File: src/rtl/sd_dma_wb_sink.sv
// rtl/sd_dma_wb_sink.sv - Wishbone DMA write sink buffering words into a FWFT stream FIFO
// Optional byte reversal of stored words: define SD_DMA_BYTE_SWAP_EN.
module sd_dma_wb_sink #(
    parameter int          FIFO_DEPTH      = 16,
    parameter logic [31:0] ADDR_BASE       = 32'h0000_0000,
    parameter int          ADDR_SPAN_LOG2  = 20,
    parameter int          WORDS_PER_BLOCK = 128
) (
    input  logic                          clk,
    input  logic                          reset,
    input  logic [31:0]                   wb_adr_i,
    input  logic [31:0]                   wb_dat_i,
    output logic [31:0]                   wb_dat_o,
    input  logic [3:0]                    wb_sel_i,
    input  logic                          wb_we_i,
    input  logic                          wb_cyc_i,
    input  logic                          wb_stb_i,
    output logic                          wb_ack_o,
    input  logic [2:0]                    wb_cti_i,
    input  logic [1:0]                    wb_bte_i,
    output logic [31:0]                   out_data,
    output logic                          out_valid,
    input  logic                          out_ready,
    output logic [$clog2(FIFO_DEPTH):0]   fifo_level,
    output logic [31:0]                   word_count,
    output logic                          block_done,
    output logic                          rd_seen,
    output logic                          addr_err,
    input  logic                          clr_stats
);

    localparam int AW = $clog2(FIFO_DEPTH);
    localparam int LW = AW + 1;
    localparam int BW = $clog2(WORDS_PER_BLOCK);
    localparam logic [BW-1:0] BLK_LAST = BW'(WORDS_PER_BLOCK - 1);
    localparam logic [LW-1:0] FULL_LVL = LW'(FIFO_DEPTH);

    logic [31:0]   mem [FIFO_DEPTH];
    logic [AW-1:0] wr_ptr;
    logic [AW-1:0] rd_ptr;
    logic [LW-1:0] level;
    logic [BW-1:0] blk_cnt;
    logic          req;
    logic          in_win;
    logic          full;
    logic          accept;
    logic          push;
    logic          pop;
    logic [31:0]   masked;
    logic [31:0]   stored;
    logic          unused;

    assign unused = &{1'b0, wb_bte_i, wb_adr_i[ADDR_SPAN_LOG2-1:0]};

    assign req    = wb_cyc_i & wb_stb_i;
    assign in_win = (wb_adr_i[31:ADDR_SPAN_LOG2] == ADDR_BASE[31:ADDR_SPAN_LOG2]);
    assign full   = (level == FULL_LVL);
    // Only in-window writes need room; reads and stray writes are always acked.
    assign accept = req & (~wb_ack_o | (wb_cti_i == 3'b010)) & ~(wb_we_i & in_win & full);
    assign push   = accept & wb_we_i & in_win;
    assign pop    = (level != '0) & out_ready;

    always_comb begin
        masked = '0;
        for (int i = 0; i < 4; i++) begin
            masked[8*i +: 8] = wb_sel_i[i] ? wb_dat_i[8*i +: 8] : 8'h00;
        end
    end

`ifdef SD_DMA_BYTE_SWAP_EN
    assign stored = {masked[7:0], masked[15:8], masked[23:16], masked[31:24]};
`else
    assign stored = masked;
`endif

    assign out_data   = mem[rd_ptr];
    assign out_valid  = (level != '0);
    assign fifo_level = level;

    always_ff @(posedge clk) begin
        if (push) begin
            mem[wr_ptr] <= stored;
        end
    end

    always_ff @(posedge clk) begin
        if (reset) begin
            wb_ack_o   <= 1'b0;
            wb_dat_o   <= '0;
            wr_ptr     <= '0;
            rd_ptr     <= '0;
            level      <= '0;
            word_count <= '0;
            blk_cnt    <= '0;
            block_done <= 1'b0;
            rd_seen    <= 1'b0;
            addr_err   <= 1'b0;
        end else begin
            wb_ack_o   <= accept;
            block_done <= 1'b0;
            if (accept & ~wb_we_i) begin
                wb_dat_o <= '0;
                rd_seen  <= 1'b1;
            end
            if (accept & wb_we_i & ~in_win) begin
                addr_err <= 1'b1;
            end
            if (push) begin
                wr_ptr     <= wr_ptr + AW'(1);
                word_count <= word_count + 32'd1;
                if (blk_cnt == BLK_LAST) begin
                    blk_cnt    <= '0;
                    block_done <= 1'b1;
                end else begin
                    blk_cnt <= blk_cnt + BW'(1);
                end
            end
            if (pop) begin
                rd_ptr <= rd_ptr + AW'(1);
            end
            level <= level + LW'(push) - LW'(pop);
            // A clear on the same edge as a push drops that word from the statistics.
            if (clr_stats) begin
                word_count <= '0;
                blk_cnt    <= '0;
                block_done <= 1'b0;
                rd_seen    <= 1'b0;
                addr_err   <= 1'b0;
            end
        end
    end

endmodule

File: config.mk
export PLATFORM = sky130hd
export DESIGN_NAME = sd_dma_wb_sink
export DESIGN_NICKNAME = d
export VERILOG_FILES = /design/src/rtl/sd_dma_wb_sink.sv
export SDC_FILE = /design/constraint.sdc
export NUM_CORES = 1
export LEC_CHECK = 0
export BUFFER_PORTS_ARGS = -buffer_cell sky130_fd_sc_hd__buf_2
export CORE_UTILIZATION = 39
export CTS_CLUSTER_DIAMETER = 100
export CTS_CLUSTER_SIZE = 40
export DETAILED_ROUTE_END_ITERATION = 6
export RECOVER_POWER = 100
export SLEW_MARGIN = 20
export SYNTH_ARGS = -nofsm -noshare
export SYNTH_HDL_FRONTEND = slang
export SYNTH_SLANG_ARGS = --single-unit
File: constraint.sdc
create_clock -name clk -period 5.3 [get_ports clk]
set_clock_uncertainty 0.05 [all_clocks]
set_input_delay 0.53 -clock clk [delete_from_list [all_inputs] [get_ports clk]]
set_output_delay 0.53 -clock clk [all_outputs]
set_load 0.03 [all_outputs]
### Word level (Yosys, flattened, before mapping)

Memory sizes are Yosys's and may differ from the RTL's. A register that Yosys moved wholly into a read port is not among the register bits.
Index checks and enable logic that the tools add are counted.

* multiplexer cells: 10
* magnitude comparators: 0
* divide/modulo/power cells: 0
* reduce and logical (&&, ||, !) cells: 4
* add/sub/neg operators: 6
* bitwise logic cells: 16
* multipliers: 0
* equality and inequality tests: 3
* shift-type cells: 0

Operators by type and width (count)
* $add 32x1->32 const B: 1
* $mux 8: 4
* $logic_not 12->1: 1
* $and 1x1->1: 10
* $add 4x1->4 const B: 2
* $mux 4: 2
* $add 7x1->7 const B: 1
* $eq 7x7->1 const B: 1
* $mux 7: 1
* $add 5x1->5: 1
* $eq 5x5->1 const B: 1
* $not 1->1: 5
* $reduce_bool 5->1: 1
* $sub 5x1->5: 1
* $eq 3x2->1 const B: 1
* $mux 1: 3
* $reduce_or 3->1: 1
* $reduce_or 2->1: 1
* $or 1x1->1: 1

* input port bits: 80
* latch bits: 0
* bits in writable memories: 512
* register bits: 56
* bits in read-only memories: 0
* memories: 1

Memories
* mem: depth 16, bits a word 32, rd ports 1, clocked after memory_dff 1, write ports 1, line 38 `logic [31:0] mem [FIFO_DEPTH];`

### Logic depth before layout (Yosys ltp)

Gate-level depths: netlist of run 1.

* depth after elaboration: 9
* gate-level depth with buffers: 14

### Least setup slack after synthesis of run 1

No wires, ideal clock.

* path type: input-to-reg
* from: input port wb_cti_i[0]
* to: memory mem[0][0], enable pin
* data arrival time: 3.984 ns
* library setup time: 0.461 ns
* cell stages on the path: 6
* required time: 4.789 ns
* path buffers: 1
* slack: 0.805 ns
* cell sequence: or3b_4 > a21o_1 > nor3_1 > clkbuf_1 > nand2_1 > nor3_1

* word-level cells in the longest chain between the ends: 8

Ends and longest elaborated chain
* start: declaration: line 19 `input logic [2:0] wb_cti_i,`
* $eq 3x2->1: line 59 `assign accept = req & (~wb_ack_o | (wb_cti_i == 3'b010)) & ~(wb_we_i & in_win & full);`
* $or 1x1->1: line 59
* $and 1x1->1 (2 in a row): line 59
* $and 1x1->1 (2 in a row): line 60 `assign push = accept & wb_we_i & in_win;`
* $mux 1: line 81 `if (push) begin`
* $mux 1 (not written as such): line 82 `mem[wr_ptr] <= stored;`
* end: declaration: line 38

Every way passes these cells.

### Worst setup path in the final report of run 1

* from: input port wb_cti_i[0]
* to: memory mem[7][30], enable pin

Same word-level chain as after synthesis.

==> run metrics, run 1 <==
failing checks max-capacitance violations, max-slew violations; fin crit period 4510 ps; TritonCTS sink count 572; Yosys Warn Count 0; htree depth 1; Post-synth ARST share 0%; clock share of power 23.5%; mapped cell area 22600 um^2; crit path DAT 4640 ps; Internal Pwr Total 6560 uW; Hold Crit Start wb_we_i; WHS 112 ps; dominant cells by area after synthesis edfxtp_1 (68%), mux4_2 (16%), dfxtp_1 (5.3%), buf_4 (1.1%), and2_1 (1.0%); reg-to-reg setup timing slack 940 ps; area delta synth->final 9.06%; run status finished, violations left; Worst setup SP type input pin; number of diodes 0; Final HPWL DP 27300 um; most used flip-flop cell after synthesis edfxtp_1; Die Wd 243 um; dominant cell type by area after synthesis edfxtp_1; Seq/Total Area, Yosys 73.3%; NumNets Final 1369; layout cells sized above 1 22.4%; leakage power 0.00691 uW; number of global-route vias before repair 11100; Sw Pwr 2390 uW; max-cap violations 10; syn_area_per_cell 19.8 um^2; Die Area 59000 um^2; PD cells 363 nW/um^2; R2R cell count 9; Logic pwr share 19.7%; Min-Delay Path Class in2reg; Starting Density 39.8%; num ports 186; WHS Path Cells 2; synthesized instance count 1144; Final ANT Viol Nets 0; Slew headroom -90.9%; Remaining DRCs 0; Core Region 56800 um^2; DRT iter0 DRCs 898; Worst-Skew Late Latency 590 ps; clk buf depth 3; Slew Viols, Final 241; Site Rows 87; Synth cell types 52; cts hold-fix bufs 0; largest net degree at the start of global routing 57; Max Fclk 0.222 GHz; total grt overflow 0; final setup fails 0; Peak supply drop 0.214 mV; final worst-path cycle share 85.0%; Setup TNS 0 ps; number of fill cells in the layout 5033; first drt pass iteration count 5; Slew @ Worst Pin 2860 ps; Root Buffer clkbuf_16; Setup crit end kind flop; final wirelength 47300 um; Port Buffers 131; Post-synth EDFFs 512; Routed wire per std cell 23.2 um; unrepaired setup endpoints after global routing no; Synth top area share 67.9%; initial antenna violation count 1; Resize count post-CTS 0; Post-CTS Repair Setup Buffers 0; final hold vios 0; GRT Util Overall 16.0%; Worst-path clk slew 130 ps; CTS tree yes; crit-path max FO 21; Net Sw Frac 26.7%; RR Startpoint fifo_level[2]; area post-placement 24300 um^2; global-route wire length before repair 71000 um; fin area 24700 um^2; synthesized flop and latch total 572; Die Span Y 243 um; Hold Path End wb_ack_o; CP required 5440 ps; vias 11000; Final Wtd Congestion 0.750; Seq pwr share 56.8%; WS Path Type in2reg; vias per inst 5.38; cts bufs inserted 19; FF-to-FF End mem[10][11]
-- through the flow --
step	power, uW	worst slack [ps]	util (%)	std cells
4_1_cts	9100	1340	43.8	2043
2_1_floorplan	6550	805	-	1175
5_1_grt	9290	619	43.4	2043
3_5_place_dp	7030	1430	42.7	2010
6_report	8950	794	43.4	2043
3_3_place_gp	7010	1480	42.7	2010
-- worst max path at each step --
stage,from,endpoint
finish,wb_cti_i[0],mem[7][30]
CTS,flop,out_data[8]
global placement,wb_adr_i[26],fifo_level[4]
global route,fifo_level[2],mem[10][11]
floorplan,wb_cti_i[0],mem[0][0]
detailed placement,wb_adr_i[21],fifo_level[4]
-- cell families (layout without fill, tap and decap cells) --
family	Yosys count	after routing	share of synthesized area [%]
DFF	572	572	73.3
and+or+nand+nor	203	203	4.87
AOI/OAI and AO/OA	74	74	2.12
muxes	162	162	16.0
xor gates and xnor gates	15	15	0.581
other	1	32	0.0166
buffers and inverters	103	215	2.34
adders and majority gates	14	14	0.807
-- layer usage --
metal  global-route usage, %  vias up  share of wire [%]
met5                       0        -              0.027
met4                    2.33        2                1.3
met3                    1.90       31                3.7
met2                    26.4      206                 49
met1                    23.4     5898                 46
li1                        -     4853                  -
-- synth_stat cells, types with 17 or more instances --
cell	n
a21oi_1	31
and2_1	36
buf_4	33
clkbuf_1	34
dfxtp_1	60
edfxtp_1	512
inv_1	19
mux4_2	160
nand2_1	34
nand3_1	17
nor2_1	41
-- final cells by class --
cell class	instances	area [um^2]	area share (%)
flip-flops and latches	572	16600	67.2
multi-input cells	500	5680	23.0
well taps	756	946	3.83
repair buffers	162	788	3.19
clock buffers	25	498	2.02
clock inverters	8	113	0.456
inverters	20	75.1	0.304
-- registers in the layout, indices dropped and copies added (netlist names), named ones only --
signal / count
mem: 512
word_count: 32
blk_cnt: 7
fifo_level: 5
rd_ptr: 4
wr_ptr: 4
addr_err: 1
block_done: 1
rd_seen: 1
wb_ack_o: 1
-- worst max-delay path: stages --
cell and delay [ps]:
buf_2 90, or3b_1 430, a21oi_1 500, nand4_1 430, nor2_1 1310, clkbuf_1 1330
-- cells in the final DEF (no fill, tap or decap), drive strengths merged, types with 8 or more instances in the layout --
cell,count
inv,24
nor4,9
edfxtp,512
xnor2,11
buf,75
or4,14
nand4,13
nand2,34
o31ai,11
and2,37
nor3,8
nor2,41
nand3,17
a21oi,31
or3,9
conb,32
mux4,160
dfxtp,60
clkbuf,112
ha,13
-- power groups by stage --
stage | clock network [uW] | registers (uW) | logic [uW]
floorplan | 0 | 5090 | 1470
global placement | 0 | 5200 | 1810
detailed placement | 0 | 5200 | 1830
CTS | 2170 | 5100 | 1840
global route | 2290 | 5110 | 1890
finish | 2100 | 5090 | 1770
No activity file was read; power rests on OpenSTA's default activity.
==> run 2: changes to the inputs <==
Settings changed: PLACE_DENSITY_LB_ADDON from default to 0.3.
==> run 2 against run 1 <==
The run still ends with max-capacitance violations, max-slew violations left. Via count grew 0.25%. Core utilization grew 0.35 points. Power grew 2.4%. Hold slack gained 6.6 ps. Flip-flop and latch count is the same. Sequential share of layout area shrank 0.53 points. Sequential power is essentially flat. First-iteration DRC count grew 0.22%. Final area grew 0.80%. Final cell count grew 0.24%. Critical endpoint is now mem[14][3]. Largest power group unchanged.
==> run metrics, run 2 (same netlist as run 1, synthesis figures left out) <==
failing checks max-capacitance violations, max-slew violations; Setup TNS 0 ps; area delta synth->final 9.93%; CTS tree yes; clk buf depth 3; Min-Delay Path Class in2reg; RR Startpoint fifo_level[2]; Root Buffer clkbuf_16; R2R cell count 9; Worst setup SP type flop; Setup WS pre-CTS 1590 ps; Max Fclk 0.228 GHz; clock share of power 25.4%; Net Sw Frac 27.1%; DRT iter0 DRCs 900; WHS Path Cells 2; vias 11000; Slew Viols, Final 197; Seq pwr share 55.6%; max-cap violations 6; Resize count post-CTS 0; Worst-path clk slew 110 ps; Routed wire per std cell 23.0 um; crit path DAT 4540 ps; leakage power 0.00699 uW; Critical path origin fifo_level[2]; cts hold-fix bufs 0; Site Rows 87; Port Buffers 131; number of global-route vias before repair 11100; Biggest register mem; final hold vios 0; Hold Crit Start wb_we_i; Die Wd 243 um; PnR worst setup slack 906 ps; Die Area 59000 um^2; Setup crit end kind flop; Finished Core Util 43.8%; vias per inst 5.38; number of diodes 0; num ports 186; met3 Use GR 2.20%; GRT Util Overall 16.0%; global-route wire length before repair 71200 um; largest net degree at the start of global routing 56; NumNets Final 1372; Internal Pwr Total 6680 uW; PD cells 369 nW/um^2; final worst-path cycle share 82.9%; number of fill cells in the layout 4929; Sw Pwr 2490 uW; unrepaired setup endpoints after global routing no; TritonCTS sink count 572; most frequent cells in the layout edfxtp_1 (512), mux4_2 (160), clkbuf_1 (81); Peak supply drop 0.284 mV; htree depth 1; Slew headroom -101%; cts bufs inserted 22; met2 usage in global routing 26.9%; max reg flops 512; Post-CTS Repair Setup Buffers 0; crit-path max FO 27; Slew @ Worst Pin 3010 ps; WHS 119 ps; Final ANT Viol Nets 0; FF+latch area 16600 um^2; Final HPWL DP 26500 um; Worst-Skew Late Latency 580 ps; Remaining DRCs 0; run status finished, violations left; Core Region 56800 um^2; fin crit period 4390 ps; Logic pwr share 19.0%; WS Path Type reg2reg; commonest non-fill, non-tap cell in the layout edfxtp_1; GR peak layer met2; Starting Density 39.8%; total grt overflow 0; Final Wtd Congestion 0.756; biggest registers after layout mem (512), word_count (32), blk_cnt (7); CP required 5450 ps; first drt pass iteration count 5; initial antenna violation count 2; Die Span Y 243 um; final wirelength 47100 um; layout cells sized above 1 23.5%; Multi-input gate area 5700 um^2; met1 Resource Use GR 22.7%; final setup fails 0
==> run 2: cell types whose count changed in the layout (fill, tap and decap cells not counted), moves of 4 or more <==
cell	change
clkinv_8	+4
clkbuf_2	+4
clkbuf_16	+4
buf_4	-4
clkbuf_1	-7
==> run 2: worst paths after layout <==
path	end	slack, ps
worst max-delay path	mem[14][3]	910
worst min-delay path	wb_ack_o	120
worst max register to register	mem[14][3]	910
worst min register to register	blk_cnt[1]	450
==> run 2: final cells by class <==
class	instances	share of cell area (%)
clock buffer	23	2.31
tap	756	3.80
clock inverter	15	0.830
multi-input combinational	500	22.9
sequential	572	66.7
timing repair buffer	162	3.19
inverter	20	0.302
==> run 2: through the flow <==
stage	instance area, um^2	instances	total power [uW]
finish	24900	2048	9170
global route	24900	2048	9530
CTS	25100	2048	9330
detailed placement	24300	2010	7020
global placement	24300	2010	7010
floorplan	22700	1175	6550
==> run 2: worst max-delay path, stage by stage (launching register included) <==
cell and delay, ps:
dfxtp_1 390, inv_1 70, ha_1 220, nor4bb_1 150
clkbuf_1 210, nor3_2 200, clkbuf_1 770, nand2_1 390
nor2_1 650, clkbuf_2 890
==> run 2: layer usage <==
layer,wire length (um),part of all wire [%]
met1,21300,45
met5,10,0.021
met2,23400,50
met3,1830,3.9
met4,568,1.2
==> run 2: power by group through the flow <==
stage | combinational (uW) | sequential (uW) | clock [uW]
2_1_floorplan | 1470 | 5090 | 0
3_3_place_gp | 1790 | 5220 | 0
3_5_place_dp | 1810 | 5210 | 0
4_1_cts | 1810 | 5110 | 2410
5_1_grt | 1880 | 5130 | 2520
6_report | 1740 | 5100 | 2330
